`src/rtl/reg_write_arbiter.sv`:
```
// reg_write_arbiter: round-robin arbiter sharing the register file write port.
// One winner per cycle is registered onto rf_wr_en/rf_wr_addr/rf_dat_in.
// Optional grant locking (LOCKED state) is compiled in when RWARB_LOCK_EN is defined.
module reg_write_arbiter #(
  parameter int NREQ = 4,
  parameter int PW   = 3
) (
  input  logic                    clk,
  input  logic                    rst_n,
  input  logic [NREQ-1:0]         req_valid,
  input  logic [NREQ*(PW+1)-1:0]  req_addr,
  input  logic [NREQ*8-1:0]       req_data,
  input  logic [NREQ-1:0]         req_lock,
  output logic [NREQ-1:0]         req_ready,
  output logic                    rf_wr_en,
  output logic [PW:0]             rf_wr_addr,
  output logic [7:0]              rf_dat_in,
  output logic [$clog2(NREQ)-1:0] grant_id,
  output logic [7:0]              conflict_cnt
);
  localparam int AW  = PW + 1;
  localparam int IDW = $clog2(NREQ);
  localparam logic [IDW:0] NREQ_W = (IDW+1)'(NREQ);

  typedef enum logic [0:0] {ST_ARB = 1'b0, ST_LOCKED = 1'b1} state_t;

  state_t           r_state, w_state_next;
  logic [IDW-1:0]   r_ptr, w_ptr_next;
  logic [IDW-1:0]   r_grant_id;
  logic             r_wr_en;
  logic [AW-1:0]    r_wr_addr;
  logic [7:0]       r_dat_in;
  logic [7:0]       r_conflict_cnt;

  logic             w_found;
  logic [IDW-1:0]   w_rr_win;
  logic [IDW:0]     w_idx;
  logic             w_grant;
  logic [IDW-1:0]   w_win;
  logic             w_contended;
  logic [AW-1:0]    w_addr_arr [NREQ];
  logic [7:0]       w_data_arr [NREQ];

  // (a + 1) mod NREQ without relying on NREQ being a power of two
  function automatic logic [IDW-1:0] f_next(input logic [IDW-1:0] a);
    logic [IDW:0] s;
    s = {1'b0, a} + (IDW+1)'(1);
    if (s >= NREQ_W) s = '0;
    return s[IDW-1:0];
  endfunction

  // Unpack requester fields and form the one-hot ready vector
  genvar gi;
  generate
    for (gi = 0; gi < NREQ; gi++) begin : g_req
      assign w_addr_arr[gi] = req_addr[gi*AW +: AW];
      assign w_data_arr[gi] = req_data[gi*8 +: 8];
      assign req_ready[gi]  = w_grant && (w_win == IDW'(gi));
    end
  endgenerate

  assign w_contended = ($countones(req_valid) > 1);

  // Round-robin search: first valid requester starting at r_ptr
  always_comb begin
    w_found  = 1'b0;
    w_rr_win = '0;
    w_idx    = '0;
    for (int k = 0; k < NREQ; k++) begin
      w_idx = {1'b0, r_ptr} + (IDW+1)'(k);
      if (w_idx >= NREQ_W) w_idx = w_idx - NREQ_W;
      if (!w_found && req_valid[w_idx[IDW-1:0]]) begin
        w_found  = 1'b1;
        w_rr_win = w_idx[IDW-1:0];
      end
    end
  end

`ifdef RWARB_LOCK_EN
  logic [IDW-1:0] r_owner, w_owner_next;

  // Next state, pointer, owner and grant decision with locking
  always_comb begin
    w_state_next = r_state;
    w_ptr_next   = r_ptr;
    w_owner_next = r_owner;
    w_grant      = 1'b0;
    w_win        = w_rr_win;
    case (r_state)
      ST_ARB: begin
        if (w_found) begin
          w_grant = 1'b1;
          if (req_lock[w_rr_win]) begin
            // Pointer stays put while the owner holds the port
            w_state_next = ST_LOCKED;
            w_owner_next = w_rr_win;
          end else begin
            w_ptr_next = f_next(w_rr_win);
          end
        end
      end
      ST_LOCKED: begin
        w_win = r_owner;
        if (req_valid[r_owner]) begin
          w_grant = 1'b1;
          if (!req_lock[r_owner]) begin
            w_state_next = ST_ARB;
            w_ptr_next   = f_next(r_owner);
          end
        end else begin
          // Owner went idle: release without a transfer this cycle
          w_state_next = ST_ARB;
          w_ptr_next   = f_next(r_owner);
        end
      end
      default: w_state_next = ST_ARB;
    endcase
  end

  // Lock owner register
  always_ff @(posedge clk or negedge rst_n) begin
    if (!rst_n) r_owner <= '0;
    else        r_owner <= w_owner_next;
  end
`else
  logic w_unused_lock;
  assign w_unused_lock = ^req_lock;

  // Next state, pointer and grant decision (pure round-robin)
  always_comb begin
    w_state_next = r_state;
    w_ptr_next   = r_ptr;
    w_grant      = 1'b0;
    w_win        = w_rr_win;
    case (r_state)
      ST_ARB: begin
        if (w_found) begin
          w_grant    = 1'b1;
          w_ptr_next = f_next(w_rr_win);
        end
      end
      default: w_state_next = ST_ARB;
    endcase
  end
`endif

  // State and round-robin pointer registers
  always_ff @(posedge clk or negedge rst_n) begin
    if (!rst_n) begin
      r_state <= ST_ARB;
      r_ptr   <= '0;
    end else begin
      r_state <= w_state_next;
      r_ptr   <= w_ptr_next;
    end
  end

  // Register file write port: capture the winner, hold address/data when idle
  always_ff @(posedge clk or negedge rst_n) begin
    if (!rst_n) begin
      r_wr_en    <= 1'b0;
      r_wr_addr  <= '0;
      r_dat_in   <= '0;
      r_grant_id <= '0;
    end else begin
      r_wr_en <= w_grant;
      if (w_grant) begin
        r_wr_addr  <= w_addr_arr[w_win];
        r_dat_in   <= w_data_arr[w_win];
        r_grant_id <= w_win;
      end
    end
  end

  // Saturating count of cycles with two or more requesters valid
  always_ff @(posedge clk or negedge rst_n) begin
    if (!rst_n) begin
      r_conflict_cnt <= '0;
    end else if (w_contended && (r_conflict_cnt != 8'hFF)) begin
      r_conflict_cnt <= r_conflict_cnt + 8'd1;
    end
  end

  assign rf_wr_en     = r_wr_en;
  assign rf_wr_addr   = r_wr_addr;
  assign rf_dat_in    = r_dat_in;
  assign grant_id     = r_grant_id;
  assign conflict_cnt = r_conflict_cnt;

endmodule

```
`config.mk`:
```
export PLATFORM = sky130hd
export DESIGN_NAME = reg_write_arbiter
export DESIGN_NICKNAME = d
export VERILOG_FILES = /design/src/rtl/reg_write_arbiter.sv
export SDC_FILE = /design/constraint.sdc
export NUM_CORES = 1
export LEC_CHECK = 0
export ABC_AREA = 0
export CAP_MARGIN = 5
export CELL_PAD_IN_SITES_DETAIL_PLACEMENT = 1
export CELL_PAD_IN_SITES_GLOBAL_PLACEMENT = 2
export CORE_ASPECT_RATIO = 0.9
export CORE_MARGIN = 2
export CORE_UTILIZATION = 32
export DETAILED_ROUTE_END_ITERATION = 7
export DONT_BUFFER_PORTS = 1
export PLACE_DENSITY_LB_ADDON = 0.1
export SYNTH_ARGS = -nofsm -noshare
export SYNTH_HDL_FRONTEND = slang
export SYNTH_SLANG_ARGS = --single-unit
```
`constraint.sdc`:
```
create_clock -name clk -period 2 [get_ports clk]
set_clock_uncertainty 0.1 [all_clocks]
set_input_delay 0.4 -clock clk [delete_from_list [all_inputs] [get_ports clk]]
set_output_delay 0.4 -clock clk [all_outputs]
set_load 0.1 [all_outputs]
```
# Word-level counts from Yosys, hierarchy flattened
# Cells that the tools add are included.
# W data, S select, Z words.
# word_totals
latchBits	0
register_bits	25
wordCells	74
memories	0
ram_bits	0
mem_bits_ro	0
# op_classes
n_addsub	12
eq_ne	4
n_div	0
muxes	28
n_bitwise	1
n_reduce_logical	12
shift	0
mul	0
magnitude_cmp	11
# op_table
operator	n
$mux W2	9
$bmux W8 S2	1
$mux W8	2
$ge A3 B3 Y1 const B	5
$lt A2 B3 Y1 const B	4
$mux W1	9
$add A8 B1 Y8 const B	1
$bmux W1 S2	4
$bmux W4 S2	1
$logic_and A1 B1 Y1	8
$mux W4	2
$ne A8 B8 Y1 const B	1
$sub A2 B1 Y2 const B	4
$add A2 B1 Y3 const B	2
$add A2 B2 Y3 const B	2
$add A1 B1 Y2	2
$eq A2 B2 Y1 const B	2
$add A2 B2 Y3	1
$ge A2 B3 Y1 const B	1
$gt A3 B1 Y1 const B	1
$logic_not A1 Y1	3
$not A2 Y3	1
$eq A2 B1 Y1 const B	1
$logic_not A2 Y1	1

# Longest topological paths before layout
# Gate-level depths: netlist (run 1).
# logic_depth
depth_word	18
mapped_depth	7

# Worst setup path after synthesis (run 1)
# Ideal clock, no wire load.
# synth_timing
path_kind	input to output
startpoint	in req_valid[0]
endpoint	out req_ready[3]
arrival_ns	2.526
path_stages	5
t_required_ns	1.500
path_slack_ns	-1.026
path_cell_list	nor2b_1 > a2111oi_4 > nor2_4 > buf_6 > nor2_1
# synth_via
elab_chain_cells	14
# synth_rtl
element	line	rtl
from (decl)	10	input logic [NREQ-1:0] req_valid,
$bmux W1 S2	72	if (!w_found && req_valid[w_idx[IDW-1:0]]) begin
$mux W1 (implied by the code)	72	
$mux W1	72	
$logic_not A1 Y1	72	
$logic_and A1 B1 Y1	72	
$mux W1	72	
$logic_not A1 Y1	72	
$logic_and A1 B1 Y1	72	
$mux W1	72	
$logic_not A1 Y1	72	
$logic_and A1 B1 Y1	72	
$mux W2 / $mux W1 (equally long branches)	72	
$eq A2 B2 Y1 / $mux W1 (equally long branches)	58, 137	
$logic_and A1 B1 Y1 (*)	58	assign req_ready[gi] = w_grant && (w_win == IDW'(gi));
to (decl)	14	output logic [NREQ-1:0] req_ready,
# Every way passes the cells marked *; elsewhere a longest branch is shown, timed or not. The select of a mux whose other input is x is not followed.

# Worst setup path in the final report (run 1)
# layout_timing
startpoint	reg r_ptr[0]
endpoint	out req_ready[1]
# layout_via
elab_chain_cells	16
# layout_rtl
element	line	rtl
from (decl)	28	logic [IDW-1:0] r_ptr, w_ptr_next;
from (signal assigned)	154	r_ptr <= w_ptr_next;
branches (longest 15 deep; another with $add A2 B1 Y3)	n/a	
$logic_and A1 B1 Y1 (*)	58	
# Every way passes the cells marked *. The select of a mux whose other input is x is not followed.

==> flow_metrics.py, run 1 <==
metrics = {
    "setup_path": {
        "path_cells": "and2b_1, nor4b_4, nor2_4, inv_4, ha_4, and2_4",
        "critPathArrivalTime_ps": 1770,
        "startpoint": "r_ptr[0]",
        "required_ps": 1500,
        "endpoint_kind": "primary output",
        "crit_buf_inv": 1,
        "ff2ff_path_depth": 7,
        "crit_family": "simple AND/OR/NAND/NOR gates",
        "crit_slowest_cell": "dfrtp_1",
        "crit_cells": 6,
        "critPathMaxStageDelay_ps": 390,
        "reg2reg_to": "rf_wr_addr[3]",
        "r2r_slack_ps": 80,
        "critPathLaunchType": "flop",
        "path_max_fanout": 3,
        "crit_path_end": "req_ready[1]",
        "criticalPathCategory": "reg2out",
        "r2r-start": "r_ptr[0]",
    },
    "drt": {
        "ant_nets": 0,
        "top_layer_used": "met4",
        "via_count": 1343,
        "drc": 0,
        "wl_met3_um": 267,
        "vias_per_cell": 5.27,
        "wl_met1_mm": 1.72,
        "initialDrtViolationCount": 30,
        "wl_per_cell_um": 17.5,
        "wirelength_mm": 4.46,
        "first_pass_iters": 4,
        "wl_met2_mm": 2.38,
    },
    "timing": {
        "tightest_slew_ps": 369,
        "setup_viol": 4,
        "final_max_slew_viol_count": 0,
        "max_freq_ghz": 0.441,
        "fin_crit_sh_pct": 113,
        "max-slew-margin-rel_pct": 75.4,
        "timing.final.ws_setup_ps": -269,
        "rsz0062_at_grt": "yes",
        "min_period_ps": 2270,
        "finalSetupTns_ps": -907,
        "finalHoldViolCount": 0,
    },
    "finish": {
        "layout-drive-gt1-share_pct": 40.6,
        "fin_nets": 254,
        "filler_cell_count": 535,
        "area_growth_pct": 34.9,
    },
    "synth": {
        "yosys-mux-area-fraction_pct": 7.79,
        "syn_area_um2": 1540,
        "yosys_warnings": 0,
        "synthArstFlopShare_pct": 100,
        "netlist-cell-type-count": 35,
        "yosysMostFrequentCell": "dfrtp_1",
        "synth_top_area_share_pct": 40.6,
        "synth_xor_area_share_pct": 3.98,
        "synth_compound_area_share_pct": 19.6,
        "synth_adder_area_share_pct": 2.92,
        "synth_nets": 212,
        "syn-mean-instance-area_um2": 10.2,
        "synth.ff_latch_count": 25,
        "yosysTopAreaCell": "dfrtp_1",
        "ys_seq_area_share_pct": 40.6,
        "synth-simple-area-share_pct": 19.5,
        "synth_common_cells": "dfrtp_1 (25), nor2_1 (21), a211oi_1 (18)",
        "synthCells": 151,
        "synth_edf_count": 0,
        "synth_area_leaders": "dfrtp_1 (41%), a211oi_1 (8.8%), mux2i_1 (7.8%), nor3b_1 (5.8%), nor2_1 (5.1%)",
        "synthFlopType": "dfrtp_1",
        "synth_top_family_by_area": "compound AO/OA/AOI/OAI gates",
    },
    "placement": {
        "port_buffers": 0,
        "post-dp-hpwl_mm": 3.49,
        "gp_congestion": 0.825,
    },
    "run": {
        "cap_violations": 0,
    },
    "cts": {
        "cts.sinks": 25,
        "root_buffer": "clkbuf_8",
        "cts_tree": "yes",
        "clockBufferDepth": 2,
        "h-tree-depth": 1,
        "clk_pin_slew_ps": 90,
        "clk-insertion-delay-late_ps": 270,
        "numCtsBuffers": 3,
    },
    "die": {
        "fp.coreArea_um2": 4550,
        "die_y_um": 69.8,
        "start_util_pct": 33.9,
        "core.rowCount": 23,
        "die_w_um": 77.2,
        "die-area_um2": 5390,
        "io-pin-count": 85,
    },
    "global_route": {
        "grtUsageTotal_pct": 17.2,
        "antenna_found_initial": 1,
        "grt_overflow": 0,
        "grt_pass1_wl_mm": 7.34,
        "grt_pass1_vias": 1491,
        "grt_max_degree": 26,
    },
    "outcome": {
        "status": "complete, but fails checks",
        "violations": "setup timing",
    },
    "worst_hold_path": {
        "hold_class": "in2reg",
    },
}
==> sequential cells by signal, indices dropped and copies added, names as in the netlist <==
name / flops
conflict_cnt: 8
rf_dat_in: 8
rf_wr_addr: 4
grant_id: 2
r_ptr: 2
rf_wr_en: 1
==> layout make-up <==
cell class / instances / area [µm²] / share of cell area (%)
flip-flops and latches: 25 / 636 / 30.6
clock buffers: 3 / 41.3 / 1.99
inverters: 9 / 38.8 / 1.87
repair buffers: 44 / 390 / 18.8
well taps: 62 / 77.6 / 3.73
clock inverters: 1 / 7.51 / 0.361
multi-input cells: 110 / 886 / 42.6
diodes: 1 / 2.50 / 0.120
==> worst min path at each step <==
stage | from | to | slack [ps] | cells past startpoint
2_1_floorplan | rst_n | conflict_cnt[0] | 4 | 0
3_5_place_dp | rst_n | conflict_cnt[6] | 5 | 0
4_1_cts | req_data[15] | rf_dat_in[7] | 240 | 2
3_3_place_gp | rst_n | conflict_cnt[6] | 5 | 0
5_1_grt | req_data[15] | rf_dat_in[7] | 250 | 2
6_report | req_data[15] | rf_dat_in[7] | 250 | 2
==> worst register-to-register path, stage by stage (launching register included) <==
cell	delay, ps
dfrtp_1	390
and2b_1	230
nor4b_4	310
nor2_4	70
buf_4	190
buf_6	170
mux2i_1	140
a211oi_2	240
==> stage by stage <==
step	cells	hold WS [ps]	utilization (%)	cell area (µm²)	setup WS [ps]
2_1_floorplan	151	4.41	-	1600	-174
3_3_place_gp	247	5.18	43.4	1970	1.79
3_5_place_dp	247	5.23	43.4	1970	-21.1
4_1_cts	255	242	45.6	2070	-283
5_1_grt	255	253	45.7	2080	-357
6_report	255	255	45.7	2080	-269
==> layout by cell type, fill, tap and decap left out, types with 2 or more instances in the layout <==
cell	Yosys	final
nor2_4	1	4
nand3_1	5	5
xnor2_1	4	4
mux2i_1	12	12
clkbuf_8	0	3
a211oi_2	6	7
buf_4	2	37
a211oi_1	18	17
o21ai_0	4	4
buf_12	0	4
nor2_1	21	18
dfrtp_1	25	17
nor3b_1	12	12
inv_4	1	2
dfrtp_2	0	8
buf_6	2	2
inv_1	7	6
nand2_1	4	4
xor2_1	3	3
nand4_1	2	2
==> cells by family (layout without fill, tap and decap cells) <==
family | Yosys count | in the layout
simple gates | 53 | 53
compound gates | 35 | 35
other cells | 0 | 1
xor+xnor | 7 | 7
mux | 12 | 12
fa+ha+maj | 3 | 3
flops | 25 | 25
buf+inv | 16 | 57
==> per-layer routing <==
| layer | vias up | global-route usage (%) |
|---|---|---|
| met5 | - | 0 |
| met4 | 0 | 5.36 |
| met3 | 8 | 5.21 |
| met2 | 51 | 31.4 |
| met1 | 659 | 19.1 |
| li1 | 625 | - |
==> repair_timing <==
action                                  4_1_cts  5_1_grt
gates resized for setup                       3        3
buffers inserted                              2        1
endpoints found under the setup margin        4       16
pin swaps                                     3        4
hold endpoints to repair                     25        0
hold buffers                                  2        0
Power of run 1 is not shown: default switching activity piles up to over one toggle a cycle in this logic, so the estimate is an artifact.
==> run 2: changes to the inputs <==
--- a/config.mk
+++ b/config.mk
@@ -5,13 +5,14 @@
 export SDC_FILE = /design/constraint.sdc
 export NUM_CORES = 1
 export LEC_CHECK = 0
-export ABC_AREA = 0
+export ABC_AREA = 1
 export CAP_MARGIN = 5
 export CELL_PAD_IN_SITES_DETAIL_PLACEMENT = 1
 export CELL_PAD_IN_SITES_GLOBAL_PLACEMENT = 2
 export CORE_ASPECT_RATIO = 0.9
 export CORE_MARGIN = 2
-export CORE_UTILIZATION = 32
+export CORE_UTILIZATION = 29
+export CTS_CLUSTER_DIAMETER = 100
 export DETAILED_ROUTE_END_ITERATION = 7
 export DONT_BUFFER_PORTS = 1
 export PLACE_DENSITY_LB_ADDON = 0.1
==> run 2 against run 1 <==
The run still ends with setup timing left. Non-clock buffer count rose by 19. Setup slack worse by 320 ps. Final cell count grew 78%. Register-to-register slack got worse by 230 ps. Die area is 42% higher. First-iteration DRC count up 120%. Cell area up 38%. Via count is 53% higher. Worst hold slack better by 77 ps. Routed wire length grew 39%. Maximum frequency is 12% lower. Count of clock-buffer cells in the layout stayed put.
==> flow_metrics.py, run 2 <==
metrics = {
    "finish": {
        "design_area_um2": 2870,
        "final_cell_mix": "nand2_1 (93), inv_1 (53), buf_4 (49)",
        "final_common_cell": "nand2_1",
        "fin_nets": 425,
        "antenna_cells": 0,
        "filler_cell_count": 865,
        "layout-drive-gt1-share_pct": 39.1,
        "area_growth_pct": 42.3,
    },
    "synth": {
        "synth_nets": 369,
        "ys_seq_area_share_pct": 31.0,
        "yosysTopAreaCell": "dfrtp_1",
        "synth.ff_latch_count": 25,
        "netlist-cell-type-count": 24,
        "synth_area_leaders": "dfrtp_1 (31%), nand2_1 (20%), nand3_1 (13%), inv_1 (11%), nand2_4 (3.9%)",
        "synth_common_cells": "nand2_1 (110), inv_1 (59), nand3_1 (52)",
        "syn_area_um2": 2020,
        "synth_edf_count": 0,
        "synthCells": 308,
        "synthArstFlopShare_pct": 100,
        "synthFlopType": "dfrtp_1",
        "yosysMostFrequentCell": "nand2_1",
        "syn-mean-instance-area_um2": 6.56,
        "yosys_warnings": 0,
        "synth_top_area_share_pct": 31.0,
    },
    "drt": {
        "wirelength_mm": 6.19,
        "first_pass_iters": 4,
        "wl_met2_mm": 2.84,
        "top_layer_used": "met4",
        "drc": 0,
        "ant_nets": 0,
        "initialDrtViolationCount": 65,
        "vias_per_cell": 4.54,
        "via_count": 2056,
        "wl_met3_um": 246,
        "wl_met1_mm": 3.04,
        "wl_per_cell_um": 13.7,
    },
    "outcome": {
        "violations": "setup timing",
        "status": "complete, but fails checks",
    },
    "placement": {
        "post-dp-hpwl_mm": 4.76,
        "port_buffers": 0,
        "placed_area_um2": 2590,
        "gp_congestion": 0.700,
    },
    "timing": {
        "max-slew-margin-rel_pct": 78.6,
        "fin_crit_sh_pct": 129,
        "final_max_slew_viol_count": 0,
        "finalSetupTns_ps": -3810,
        "finalHoldViolCount": 0,
        "rsz0062_at_grt": "yes",
        "timing.final.ws_setup_ps": -584,
        "max_freq_ghz": 0.387,
        "setup_viol": 16,
        "fin_hold_ws_ps": 332,
        "min_period_ps": 2580,
        "tightest_slew_ps": 321,
    },
    "global_route": {
        "grt_pass1_vias": 2248,
        "antenna_found_initial": 0,
        "grt_max_degree": 26,
        "grt_overflow": 0,
        "grtUsageTotal_pct": 17.4,
        "grt_pass1_wl_mm": 10.9,
    },
    "setup_path": {
        "critPathArrivalTime_ps": 2080,
        "critPathLaunchType": "flop",
        "endpoint_kind": "primary output",
        "criticalPathCategory": "reg2out",
        "required_ps": 1500,
        "path_max_fanout": 8,
    },
    "die": {
        "fp.coreArea_um2": 6660,
        "die_w_um": 92.0,
        "die-area_um2": 7650,
        "io-pin-count": 85,
        "die_y_um": 83.2,
        "start_util_pct": 30.3,
        "core.rowCount": 28,
    },
    "worst_hold_path": {
        "hold_class": "in2reg",
    },
    "run": {
        "cap_violations": 0,
    },
    "cts": {
        "clockBufferDepth": 2,
        "root_buffer": "clkbuf_8",
        "clk_pin_slew_ps": 100,
        "clk-insertion-delay-late_ps": 280,
        "h-tree-depth": 1,
        "numCtsBuffers": 3,
        "cts.sinks": 25,
        "cts_tree": "yes",
    },
}
-- run 2: cell count changes after synthesis, sizes merged, moves of 2 or more --
cell    delta
nand3     +53
nor2b      -2
nand2    +118
buf        +7
inv       +52
nor2      -12
mux2i     -12
a211oi    -24
clkbuf     -2
nor3b     -12
-- run 2: metal layers --
metal	track usage [%]	vias up
li1	-	1037
met1	23.6	958
met2	29.1	56
met3	2.72	5
met4	4.48	0
met5	0	-
-- run 2: area by class of cell --
cell class,instances,area [µm²],share of cell area [%]
clock buffer,3,41.3,1.44
clock inverter,1,7.51,0.261
inverter,61,246,8.58
multi-input combinational,210,1240,43.3
sequential,25,639,22.3
tap,90,113,3.92
timing repair buffer,63,581,20.2
-- run 2: final timing paths --
check                        startpoint         endpoint  slack [ps]  depth (start not counted)
max in group asynchronous         rst_n         r_ptr[0]        1180                          2
min reg2reg                rf_dat_in[5]     rf_dat_in[5]         390                          2
min                         req_addr[8]    rf_wr_addr[0]         330                          6
max reg2reg                    r_ptr[0]    rf_wr_addr[1]        -150                         16
min in group asynchronous         rst_n  conflict_cnt[3]         450                          2
max                            r_ptr[0]     req_ready[1]        -580                         13
-- run 2: worst max-delay path, cell delays in order, from the launching register on --
cell        delay [ps]
dfrtp_2            450
buf_6              150
nand2_2             70
nand2_4             70
nand2_2             90
nand2_2             70
nor2_4             120
nand3_1            120
nand2_1            120
nor2_4              60
ha_4               160
nand2_4             60
clkinvlp_4          90
buf_12             170
-- run 2: repair_timing --
| action | CTS | global route |
|---|---|---|
| pin swaps | 33 | 4 |
| gates resized for setup | 41 | 9 |
| endpoints found under the setup margin | 16 | 19 |
| hold endpoints to repair | 25 | 0 |
| hold buffers | 2 | 0 |
| setup buffers | 4 | 1 |
-- run 2: metrics by stage --
stage,std cells,util (%),setup WS (ps)
after detailed placement,442,39.0,-333
after global routing,453,43.2,-688
after global placement,442,39.0,-274
after floorplan,308,-,-577
final,453,43.2,-584
after CTS,452,42.8,-608
-- run 2: cells by family after synthesis --
logic type | count (synthesis) | synth area share, %
muxes | 1 | 0.558
AOI/OAI and AO/OA | 5 | 1.80
and+or+nand+nor | 194 | 45.6
adders and majority gates | 3 | 2.23
xor gates and xnor gates | 7 | 3.04
buffers and inverters | 73 | 15.8
DFF | 25 | 31.0
Power of run 2 is left out for the same reason.
